==> src/rtl/tarih_pkg.sv <==
// Shared constants and helpers for the calendar date counter.
// Latency: not applicable (declarations only).
// Backpressure: not applicable (declarations only).
package tarih_pkg;

    // Edit field selector encodings
    localparam logic [1:0] ALAN_GUN = 2'd0;
    localparam logic [1:0] ALAN_AY  = 2'd1;
    localparam logic [1:0] ALAN_YIL = 2'd2;
    localparam logic [1:0] ALAN_YOK = 2'd3;

    // Field upper bounds
    localparam logic [4:0] GUN_MAX = 5'd31;
    localparam logic [3:0] AY_MAX  = 4'd12;
    localparam logic [6:0] YIL_MAX = 7'd99;

    // Within 2000-2099 every year divisible by 4 is a leap year (2000 included)
    function automatic logic artik_yil(input logic [6:0] yil);
        return (yil & 7'd3) == 7'd0;
    endfunction

endpackage

==> src/rtl/tarih_ay_uzunluk.sv <==
// Month length lookup (28/29/30/31) for a given month and year offset.
// Latency: purely combinational, zero cycles.
// Backpressure: none, output follows inputs continuously.
module ay_uzunluk
    import tarih_pkg::*;
(
    input  logic [3:0] ay,
    input  logic [6:0] yil,
    output logic [4:0] len
);

    // Days in month; February depends on the leap-year rule
    always_comb begin
        len = GUN_MAX;
        case (ay)
            4'd4, 4'd6, 4'd9, 4'd11: len = 5'd30;
            4'd2:                    len = artik_yil(yil) ? 5'd29 : 5'd28;
            default:                 len = GUN_MAX;
        endcase
    end

endmodule

==> src/rtl/tarih.sv <==
// Calendar date counter: day carries from the hour counter plus stopped-clock field editing.
// Latency: one clk from a qualifying input to the updated registered outputs.
// Backpressure: none; a lock allows one step per assertion, re-armed when all inputs are idle.
module tarih
    import tarih_pkg::*;
#(
    parameter int GUN_INIT = 1,
    parameter int AY_INIT  = 1,
    parameter int YIL_INIT = 24
) (
    input  logic       clk,
    input  logic       reset,
    input  logic       gun_arttir,
    input  logic       gun_azalt,
    input  logic       stop,
    input  logic       arttir_buton,
    input  logic       azalt_buton,
    input  logic [1:0] alan_sec,
    output logic [4:0] gun,
    output logic [3:0] ay,
    output logic [6:0] yil,
    output logic       yil_tasma
);

    logic       kontrol;
    logic       herhangi;
    logic       carry_act;
    logic       edit_act;
    logic [4:0] len_cur;
    logic [4:0] len_hedef;
    logic [3:0] hedef_ay;
    logic [6:0] hedef_yil;
    logic [4:0] gun_n;
    logic [3:0] ay_n;
    logic [6:0] yil_n;
    logic       tasma_n;

    assign herhangi  = gun_arttir | gun_azalt | arttir_buton | azalt_buton;
    // Any carry (even both at once) consumes the lock; buttons only when stopped and exactly one pressed
    assign carry_act = kontrol & (gun_arttir | gun_azalt);
    assign edit_act  = kontrol & ~(gun_arttir | gun_azalt) & stop & (arttir_buton ^ azalt_buton);

    ay_uzunluk u_len_cur (
        .ay  (ay),
        .yil (yil),
        .len (len_cur)
    );

    ay_uzunluk u_len_hedef (
        .ay  (hedef_ay),
        .yil (hedef_yil),
        .len (len_hedef)
    );

    // Target month/year: previous month on a day-1 borrow, edited month/year on a field edit
    always_comb begin
        hedef_ay  = ay;
        hedef_yil = yil;
        if (carry_act) begin
            if (gun_azalt && !gun_arttir && gun == 5'd1) begin
                hedef_ay = (ay == 4'd1) ? AY_MAX : ay - 4'd1;
                if (ay == 4'd1)
                    hedef_yil = (yil == 7'd0) ? YIL_MAX : yil - 7'd1;
            end
        end else if (edit_act) begin
            case (alan_sec)
                ALAN_AY:  hedef_ay  = arttir_buton ? ((ay == AY_MAX) ? 4'd1 : ay + 4'd1)
                                                   : ((ay == 4'd1) ? AY_MAX : ay - 4'd1);
                ALAN_YIL: hedef_yil = arttir_buton ? ((yil == YIL_MAX) ? 7'd0 : yil + 7'd1)
                                                   : ((yil == 7'd0) ? YIL_MAX : yil - 7'd1);
                default:  ;
            endcase
        end
    end

    // Next date: carry path has priority, edit path only when no carry is present
    always_comb begin
        gun_n   = gun;
        ay_n    = ay;
        yil_n   = yil;
        tasma_n = 1'b0;
        if (carry_act) begin
            if (gun_arttir && !gun_azalt) begin
                if (gun < len_cur) begin
                    gun_n = gun + 5'd1;
                end else begin
                    gun_n = 5'd1;
                    if (ay == AY_MAX) begin
                        ay_n = 4'd1;
                        if (yil == YIL_MAX) begin
                            yil_n   = 7'd0;
                            tasma_n = 1'b1;
                        end else begin
                            yil_n = yil + 7'd1;
                        end
                    end else begin
                        ay_n = ay + 4'd1;
                    end
                end
            end else if (gun_azalt && !gun_arttir) begin
                if (gun > 5'd1) begin
                    gun_n = gun - 5'd1;
                end else begin
                    ay_n    = hedef_ay;
                    yil_n   = hedef_yil;
                    gun_n   = len_hedef;
                    tasma_n = (ay == 4'd1) && (yil == 7'd0);
                end
            end
        end else if (edit_act) begin
            case (alan_sec)
                ALAN_GUN: gun_n = arttir_buton ? ((gun >= len_cur) ? 5'd1 : gun + 5'd1)
                                               : ((gun <= 5'd1) ? len_cur : gun - 5'd1);
                ALAN_AY, ALAN_YIL: begin
                    ay_n  = hedef_ay;
                    yil_n = hedef_yil;
                    gun_n = (gun > len_hedef) ? len_hedef : gun;
                end
                ALAN_YOK: ;
                default:  ;
            endcase
        end
    end

    // Date registers, overflow pulse and the one-step lock
    always_ff @(posedge clk or negedge reset) begin
        if (!reset) begin
            gun       <= 5'(GUN_INIT);
            ay        <= 4'(AY_INIT);
            yil       <= 7'(YIL_INIT);
            yil_tasma <= 1'b0;
            kontrol   <= 1'b1;
        end else begin
            gun       <= gun_n;
            ay        <= ay_n;
            yil       <= yil_n;
            yil_tasma <= tasma_n;
            if (!herhangi)
                kontrol <= 1'b1;
            else if (carry_act || edit_act)
                kontrol <= 1'b0;
        end
    end

endmodule

==> config.mk <==
export PLATFORM = sky130hd
export DESIGN_NAME = tarih
export DESIGN_NICKNAME = d
export VERILOG_FILES = /design/src/rtl/tarih_pkg.sv /design/src/rtl/tarih_ay_uzunluk.sv /design/src/rtl/tarih.sv
export SDC_FILE = /design/constraint.sdc
export NUM_CORES = 1
export LEC_CHECK = 0
export CAP_MARGIN = 5
export CORE_UTILIZATION = 40
export DETAILED_ROUTE_END_ITERATION = 10
export PLACE_DENSITY = 0.64
export SYNTH_ARGS = -nofsm -noshare
export SYNTH_HDL_FRONTEND = slang
export SYNTH_SLANG_ARGS = --single-unit
==> constraint.sdc <==
create_clock -name clk -period 4.3 [get_ports clk]
set_input_delay 0.43 -clock clk [delete_from_list [all_inputs] [get_ports clk]]
set_output_delay 0.43 -clock clk [all_outputs]
set_load 0.01 [all_outputs]
==> flow_summary_export.csv <==
group,metric,value,unit
global_route,grt_usage,0.247,
hold_path,whs_path_depth,2,
timing,min_period_over_period,0.904,
route,ant_nets,0,
clocking,cts_buffers,3,
floorplanning,die_h,84.5,um
timing,worstMarginPinSlew,901,ps
power_and_ir_drop,p_leak,1.27,nW
route,dr.first_iter.drc_count,435,
route,avgRoutedWirePerCell,18.0,um
route,routed_wirelength,8350,um
worst_setup_path,worstSetupStartpointType,"flop",
place,numPortBuffers,25,
hold_path,hold_path.class,"reg -> reg",
timing,fin_setup_tns,0,ps
clocking,clockBufferDepth,2,
clocking,cts_num_sinks,18,
global_route,first_global_vias,2716,
clocking,cts.clk_slew.worst_paths,80,ps
timing,rsz0062_at_grt,"no",
final_layout,final_common_cell,"nand2_1",
final_layout,area_growth,13.1,%
timing,setup_viol,0,
synth,synth_seq_area_share,0.168,
floorplanning,die_area,0.00714,mm^2
job,maxCapViolCount,0,
floorplanning,die_w,84.5,um
synth,synthSimpleGateAreaFrac,0.259,
floorplanning,start_util,0.421,
final_layout,multiInputGateArea,0.00205,mm^2
final_layout,fillerInstances,644,
clocking,clk_latency,270,ps
worst_setup_path,path_cells,"ha_1 > nor3b_1 > o211a_1 > o22ai_1 > o2bb2ai_4 > nor3_1 > a221oi_2 > ha_1 > nand2_1 > o211ai_1 > a21oi_1 > o21ai_0 > buf_4 > a2111o_1 > o311a_1",
floorplanning,io_pins,26,
synth,syn-instance-count,373,
worst_setup_path,worstReg2RegStart,"ay[0]$_DFFE_PN1P_",
synth,synth.distinct_cells,80,
synth,synth_top_flop_cell,"dfrtp_1",
final_layout,drive_above_1_share,0.114,
synth,synth-edff-count,0,
final_layout,seqCellArea,457,um^2
worst_setup_path,critPathKind,"reg -> reg",
global_route,grt_pass1_wl,13900,um
timing,maxSlewViolCount,0,
timing,finClkSkew,5.75,ps
timing,whs,560,ps
hold_path,hold_end,"yil[4]$_DFFE_PN1P_",
worst_setup_path,path_buf_inv,1,
route,drtPass1Iterations,7,
synth,synth.avg_cell_area,7.30,um^2
timing,finalHoldViolations,0,
synth,syn_area,0.00272,mm^2
synth,syn_nets,398,
worst_setup_path,path_max_fanout,16,
final_layout,nNetsFinal,412,
final_layout,antennaDiodeCount,0,
final_layout,final_cell_mix,"35 x nand2_1, 30 x nor2_1, 27 x a21oi_1, 27 x o21ai_0, 25 x clkdlybuf4s50_1",
power_and_ir_drop,vdd_ir_drop_max,0.000193,V
synth,yosysWarningCount,0,
hold_path,min-delay-start,"yil[4]$_DFFE_PN1P_",
worst_setup_path,crit_path_top_delay_cell,"dfstp_2",
route,viasPerCell,6.41,
global_route,grt_max_degree,20,
clocking,ctsHoldBuffers,0,
worst_setup_path,crit_family,"compound AO/OA/AOI/OAI gates",
timing,min_period,3890,ps
synth,synthAdderAreaFrac,0.0736,
worst_setup_path,cp.arrival,4090,ps
place,place_inst,459,
synth,muxShareOfSynthArea,0.0193,
power_and_ir_drop,powerDensity,369,mW/mm^2
worst_setup_path,reg2reg_to,"gun[0]$_DFFE_PN1P_",
final_layout,fin_util,0.477,
global_route,grt_remaining_overflow,0,
synth,synth_compound_area_frac,0.366,
floorplanning,fp.coreArea,0.00646,mm^2
clocking,cts-resized-gates,0,
worst_setup_path,cp_common_cell,"ha_1",
synth,synth-seq-cells,18,
final_layout,final_cells,463,
worst_setup_path,r2r_setup_slack,410,ps
floorplanning,core.rowCount,29,
worst_setup_path,reg2regPathDepth,15,
worst_setup_path,cp_data_required_time,4500,ps
clocking,htree_levels,1,
clocking,tritoncts,"built",
global_route,antenna_found_initial,0,
status,violations,"design-rule violations",
clocking,cts_setup_buffers,0,
synth,synth_xor_area_frac,0.0354,
clocking,root_buffer,"clkbuf_8",
timing,fmaxAchievable,257,MHz
route,vias,2969,
route,drc,2,
place,hpwl,6240,um
timing,max_slew_margin,0.397,
worst_setup_path,max_stage_delay,700,ps
synth,synthArstFlopShare,1.00,
worst_setup_path,end_kind,"flop",
place,globalplace.congestion,0.950,
status,status,"finished with violations",
synth,synth_top_family_by_area,"compound AO/OA/AOI/OAI gates",
==> cell usage after synthesis, types with 6 or more instances <==
cell      count  area (um^2)
nand2_1      35          131
nor2_1       30          113
o21ai_0      28          140
a21oi_1      27          135
clkbuf_1     18         67.6
nand3_1      18         90.1
inv_1        17         63.8
ha_1         16          200
dfrtp_1      13          325
buf_2         9         45.0
nor3_1        9         45.0
o211ai_1      9         67.6
o22ai_1       9         56.3
a21o_1        6         45.0
a31oi_1       6         37.5
xor2_1        6         52.6
==> state kept, by name, summed over array words and instances (netlist names) <==
name / count
yil: 7
gun: 5
ay: 4
kontrol: 1
yil_tasma: 1
==> how the worst max path moves through the flow <==
stage | from | to | slack, ps | depth (start not counted)
global route | ay[0]$_DFFE_PN1P_ | gun[0]$_DFFE_PN1P_ | 120 | 15
floorplan | ay[0]$_DFFE_PN1P_ | gun[1]$_DFFE_PN0P_ | 740 | 17
global placement | gun_arttir | gun[0]$_DFFE_PN1P_ | 300 | 15
detailed placement | gun_arttir | gun[0]$_DFFE_PN1P_ | 280 | 15
CTS | ay[0]$_DFFE_PN1P_ | gun[0]$_DFFE_PN1P_ | 430 | 15
finish | ay[0]$_DFFE_PN1P_ | gun[0]$_DFFE_PN1P_ | 410 | 15
==> routing by layer <==
metal / wire length [um] / track usage / vias to the layer above
met5: 0 / 0 / -
met4: 252 / 0.103 / 0
met3: 643 / 0.0265 / 26
met2: 3640 / 0.367 / 163
met1: 3810 / 0.361 / 1360
li1: - / - / 1420
==> final cells by class <==
| type | instances | area share |
|---|---|---|
| multi-input combinational | 306 | 0.666 |
| sequential | 18 | 0.148 |
| timing repair buffer | 40 | 0.118 |
| tap | 77 | 0.0313 |
| inverter | 18 | 0.0219 |
| clock buffer | 4 | 0.0146 |
==> power breakdown <==
group	internal [mW]	total, mW	switching [mW]
sequential	0.213	0.322	0.109
clock	0.0662	0.131	0.0649
combinational	0.311	0.683	0.372
==> cell families after synthesis <==
group	count (synthesis)
muxes	5
AOI/OAI and AO/OA	140
buffers and inverters	49
xor gates and xnor gates	11
and+or+nand+nor	134
adders and majority gates	16
DFF	18
==> worst reg2reg max path: stages, from the launching register on <==
cell       delay, ps
dfstp_2          700
ha_1             320
nor3b_1          510
o211a_1          200
o22ai_1          170
o2bb2ai_4        220
nor3_1            80
a221oi_2         250
ha_1             290
nand2_1           70
o211ai_1          80
a21oi_1          140
o21ai_0           80
buf_4            200
a2111o_1         390
o311a_1          110
==> metrics by stage <==
step	worst slack [ps]	instance area, um^2	power, mW
global route	118	3080	1.25
floorplan	741	2720	0.784
finish	412	3080	1.14
CTS	431	3080	1.14
detailed placement	278	3030	1.00
global placement	298	3030	0.998
(Power assumes the default switching activity.)
